==> src/rtl/stimuli_obi_loader.sv <==
// Turns 64-bit byte-masked stimuli into up to two 32-bit OBI writes; 1 req cycle after handshake.
// Backpressure: stim_ready_o only in IDLE, one outstanding bus write, holds request until gnt_i.
module stimuli_obi_loader #(
  parameter int ADDR_WIDTH = 32,
  parameter int CNT_WIDTH  = 16
) (
  input  logic                  clk_i,
  input  logic                  rst_i,
  input  logic                  stim_valid_i,
  output logic                  stim_ready_o,
  input  logic [ADDR_WIDTH-1:0] stim_addr_i,
  input  logic [63:0]           stim_data_i,
  input  logic [7:0]            stim_be_i,
  input  logic                  stim_last_i,
  input  logic [ADDR_WIDTH-1:0] stim_entry_i,
  output logic                  req_o,
  input  logic                  gnt_i,
  output logic [ADDR_WIDTH-1:0] addr_o,
  output logic                  we_o,
  output logic [3:0]            be_o,
  output logic [31:0]           wdata_o,
  input  logic                  rvalid_i,
  output logic                  done_o,
  output logic [ADDR_WIDTH-1:0] entry_o,
  output logic                  err_o,
  output logic [CNT_WIDTH-1:0]  wr_count_o
);

  typedef enum logic [1:0] {
    IDLE = 2'd0,
    REQ  = 2'd1,
    RSP  = 2'd2,
    DONE = 2'd3
  } state_e;

  state_e                  state_q, state_d;
  logic [ADDR_WIDTH-1:3]   addr_q;
  logic [ADDR_WIDTH-1:0]   entry_in_q;
  logic [ADDR_WIDTH-1:0]   entry_q;
  logic [63:0]             data_q;
  logic [7:0]              be_q;
  logic                    last_q;
  logic                    half_q, half_d;
  logic                    err_q;
  logic [CNT_WIDTH-1:0]    cnt_q;
  logic                    hs;
  logic                    misaligned;
  logic                    finish;
  logic                    finish_last;
  logic [ADDR_WIDTH-1:0]   finish_entry;

  assign hs         = stim_valid_i && stim_ready_o;
  assign misaligned = (stim_addr_i[2:0] != 3'b000);

  always_ff @(posedge clk_i) begin
    if (rst_i) begin
      state_q <= IDLE;
    end else begin
      state_q <= state_d;
    end
  end

  // A stimulus with nothing to write finishes straight from IDLE using the live inputs.
  always_comb begin
    state_d      = state_q;
    half_d       = half_q;
    finish       = 1'b0;
    finish_last  = 1'b0;
    finish_entry = entry_in_q;
    case (state_q)
      IDLE: begin
        if (hs) begin
          half_d = (stim_be_i[3:0] == 4'h0);
          if (misaligned || (stim_be_i == 8'h00)) begin
            finish       = 1'b1;
            finish_last  = stim_last_i;
            finish_entry = stim_entry_i;
          end else begin
            state_d = REQ;
          end
        end
      end
      REQ: begin
        if (gnt_i) begin
          state_d = RSP;
        end
      end
      RSP: begin
        if (rvalid_i) begin
          if (!half_q && (be_q[7:4] != 4'h0)) begin
            half_d  = 1'b1;
            state_d = REQ;
          end else begin
            finish      = 1'b1;
            finish_last = last_q;
          end
        end
      end
      DONE: begin
        state_d = DONE;
      end
      default: begin
        state_d = IDLE;
      end
    endcase
    if (finish) begin
      state_d = finish_last ? DONE : IDLE;
    end
  end

  always_comb begin
    stim_ready_o = 1'b0;
    req_o        = 1'b0;
    done_o       = 1'b0;
    addr_o       = '0;
    be_o         = 4'h0;
    wdata_o      = 32'h0;
    case (state_q)
      IDLE: stim_ready_o = !rst_i;
      REQ: begin
        req_o   = 1'b1;
        addr_o  = {addr_q, half_q, 2'b00};
        be_o    = half_q ? be_q[7:4] : be_q[3:0];
        wdata_o = half_q ? data_q[63:32] : data_q[31:0];
      end
      DONE: done_o = 1'b1;
      default: begin
      end
    endcase
  end

  always_ff @(posedge clk_i) begin
    if (rst_i) begin
      addr_q     <= '0;
      entry_in_q <= '0;
      entry_q    <= '0;
      data_q     <= 64'h0;
      be_q       <= 8'h00;
      last_q     <= 1'b0;
      half_q     <= 1'b0;
      err_q      <= 1'b0;
      cnt_q      <= '0;
    end else begin
      half_q <= half_d;
      if (hs) begin
        addr_q     <= stim_addr_i[ADDR_WIDTH-1:3];
        data_q     <= stim_data_i;
        be_q       <= stim_be_i;
        last_q     <= stim_last_i;
        entry_in_q <= stim_entry_i;
        if (misaligned) begin
          err_q <= 1'b1;
        end
      end
      if ((state_q == REQ) && gnt_i && (cnt_q != '1)) begin
        cnt_q <= cnt_q + 1'b1;
      end
      if (finish && finish_last) begin
        entry_q <= finish_entry;
      end
    end
  end

  assign we_o       = 1'b1;
  assign err_o      = err_q;
  assign entry_o    = entry_q;
  assign wr_count_o = cnt_q;

endmodule

==> config.mk <==
export PLATFORM = sky130hd
export DESIGN_NAME = stimuli_obi_loader
export DESIGN_NICKNAME = d
export VERILOG_FILES = /design/src/rtl/stimuli_obi_loader.sv
export SDC_FILE = /design/constraint.sdc
export NUM_CORES = 1
export LEC_CHECK = 0
export CAP_MARGIN = 5
export CORE_MARGIN = 3
export CORE_UTILIZATION = 55
export DETAILED_ROUTE_END_ITERATION = 7
export DONT_BUFFER_PORTS = 1
export PLACE_DENSITY = 0.7
export SETUP_SLACK_MARGIN = 0.1
export SLEW_MARGIN = 5
export SYNTH_ARGS = -nofsm -noshare
export SYNTH_HDL_FRONTEND = slang
export SYNTH_SLANG_ARGS = --single-unit
==> constraint.sdc <==
create_clock -name clk_i -period 2.6 [get_ports clk_i]
set_clock_uncertainty 0.2 [all_clocks]
set_input_delay 0.52 -clock clk_i [delete_from_list [all_inputs] [get_ports clk_i]]
set_output_delay 0.52 -clock clk_i [all_outputs]
set_load 0.005 [all_outputs]
==> impl_metrics.tcl <==
set metrics [dict create \
    clkSinkCount 186 \
    num_vias 7339 \
    outcome "finished clean" \
    cts_root_buf "clkbuf_16" \
    cts_buffers 17 \
    finalCriticalPeriod_ns 2.393 \
    syn_to_final_growth_pct 18.38 \
    finalWorstSetupSlack_ns 0.2072 \
    diodes 0 \
    hold_viol 0 \
    p_leak_uw 0.003411 \
    max_freq_mhz 417.9 \
    crit_type "flop to output pin" \
    crit_path_max_fanout 26 \
    r2r_cells 5 \
    syn_area_per_cell_um2 8.062 \
    clockBufferDepth 2 \
    grt_max_degree 177 \
    reg2reg_to "entry_o[15]" \
    tightest_slew_ns 0.7501 \
    die_w_um 129.5 \
    clkTransAtPathRegs_ns 0.07 \
    layout-drive-gt1-share_pct 10.22 \
    antenna_left 0 \
    io_pins 263 \
    crit_arrival_ns 1.67 \
    port_buffers 0 \
    crit_end "addr_o[30]" \
    maxCapViolations 0 \
    yosysSeqAreaShare_pct 44.36 \
    antenna_found_initial 1 \
    coreArea_um2 14750 \
    dr.pass1.iters 5 \
    overflow 0 \
    p_per_area_nw_per_um2 684.0 \
    synth_area_um2 8393 \
    drt-wirelength-per-cell_um 16.94 \
    drc_errors 0 \
    die-area_um2 16780 \
    rows 44 \
    htree_num_levels 4 \
    drtIter0Drc 530 \
    layout.nets 1216 \
    die_y_um 129.5 \
    yosys_warnings 0 \
    worstSetupStartpointType "flop" \
    clock_latency_ns 0.43 \
    r2r_slack_ns 0.39 \
    fin_cells 1270 \
    setup_viol 0 \
    synth-async-reset-ratio_pct 0 \
    fin_hold_ws_ns 0.01072 \
    end_kind "output pin" \
    worstSetupStartpoint "state_q[0]" \
    rsz0062_at_grt "false" \
    dp_hpwl_um 13300 \
    fillers 1171 \
    cts_setup_buffers 0 \
    fin_setup_tns_ns 0 \
    timing.rr.start "be_q[7]" \
    slew_headroom_pct 49.99 \
    irDropWorstVdd_mv 0.4919 \
    ys_ff_latch 186 \
    synth_top_flop_cell "dfxtp_1" \
    place.gp.congestion 0.7923 \
    min_period_over_period_pct 92.03 \
    crit_required_ns 1.88 \
    synth-edff-count 0 \
    dp_cells 1158 \
    start_util_pct 56.89 \
    grtUsageTotal_pct 24.85 \
    hp-class "input pin to flop" \
    pre_cts_ws_ns 0.1524 \
    viasPerCell 5.779 \
    post-route-util_pct 67.34 \
    syn-instance-count 1041 \
    cts_tree "built" \
    grt_pass1_vias 6794 \
    grt_first_pass_wirelength_um 33810 \
    drt-total-wl_um 21520 \
    final_max_slew_viol_count 0 \
    ys_types 45 \
]
## stage by stage
| stage | power [uW] | instance area (um2) |
|---|---|---|
| 6_report | 6796 | 9936 |
| 4_1_cts | 6833 | 9913 |
| 3_3_place_gp | 4081 | 8513 |
| 3_5_place_dp | 4111 | 8513 |
| 5_1_grt | 7100 | 9936 |
| 2_1_floorplan | 3909 | 8397 |
## logic make-up (layout without fill, tap and decap cells)
group	count (synthesis)	in the layout	share of synthesized area (%)
multiplexers	47	47	5.739
AO/OA/AOI/OAI	268	268	21.51
flip-flops	186	186	44.36
adder cells (fa/ha/maj)	1	1	0.1491
buffers and inverters	100	144	5.471
AND/OR/NAND/NOR	437	437	22.67
other	2	3	0.08948
## metal layers
layer	GRT usage, %	up-vias	wire [um]
met5	0	-	13
met4	9.413	2	481
met3	8.574	43	1680
met2	40.85	249	10490
met1	30.17	3409	8848
li1	-	3636	-
## worst min path at each step
| stage | startpoint | to | slack [ns] | depth (start not counted) |
|---|---|---|---|---|
| 6_report | stim_be_i[7] | be_q[7] | 0.01 | 2 |
| 5_1_grt | stim_data_i[62] | data_q[62] | 0.002 | 2 |
| 4_1_cts | stim_entry_i[8] | entry_in_q[8] | 0.00002 | 2 |
| 3_5_place_dp | addr_q[12] | addr_q[12] | 0.25 | 2 |
| 3_3_place_gp | addr_q[9] | addr_q[9] | 0.24 | 2 |
| 2_1_floorplan | addr_q[10] | addr_q[10] | 0.23 | 2 |
## repair_timing
action                     CTS  global route
hold endpoints to repair   115             2
resized for setup            2             2
hold buffers                78             2
setup endpoints to repair   50            27
## cell type report
| class | instances | area (um2) | area share, % |
|---|---|---|---|
| multi-input combinational | 756 | 4230 | 42.58 |
| timing repair buffer | 108 | 1129 | 11.36 |
| sequential | 186 | 3730 | 37.54 |
| inverter | 4 | 17.52 | 0.1763 |
| clock buffer | 23 | 488.0 | 4.911 |
| tap | 184 | 230.2 | 2.317 |
| clock inverter | 9 | 111.4 | 1.121 |
## power by group
group          internal (uW)  switching (uW)  leakage [uW]
Sequential              3090             158       0.00152
Clock                   1520            1100      0.000290
Combinational            399             521       0.00160
Total                   5020            1780       0.00341
## registers in the layout, indices dropped and copies added, names as in the netlist
signal      cells
wr_count_o     16
state_q         2
last_q          1
data_q         64
be_q            8
err_o           1
entry_in_q     32
entry_o        32
half_q          1
addr_q         29
## synth_stat cells, drive strengths merged, types with 6 or more instances
| master | count | share of area [%] |
|---|---|---|
| buf | 32 | 2.4 |
| mux2 | 9 | 1.2 |
| nand3 | 39 | 2.3 |
| a311oi | 34 | 5.9 |
| dfxtp | 186 | 44 |
| nand2 | 277 | 12 |
| nor2b | 10 | 0.75 |
| clkbuf | 64 | 2.9 |
| mux2i | 38 | 4.5 |
| or4 | 6 | 0.58 |
| and2 | 35 | 2.6 |
| nor2 | 51 | 2.3 |
| a211oi | 35 | 3.1 |
| a21oi | 15 | 0.89 |
| o21ai | 170 | 10 |
## layout by cell type (no fill, tap or decap), types with 32 or more instances in the layout
cell             n
a211oi_1        35
a311oi_2        32
and2_1          35
dfxtp_1        183
dlygate4sd3_1   79
mux2i_1         38
nand2_1        277
nand3_1         39
nor2_1          51
o21ai_0        169
## worst max-delay path, cell delays in order (launching register included)
cell and delay, ns:
dfxtp_2 0.49, nand2_1 0.23, inv_2 0.18, buf_12 0.17, and2_1 0.19
No activity file was read; power rests on OpenSTA's default activity.
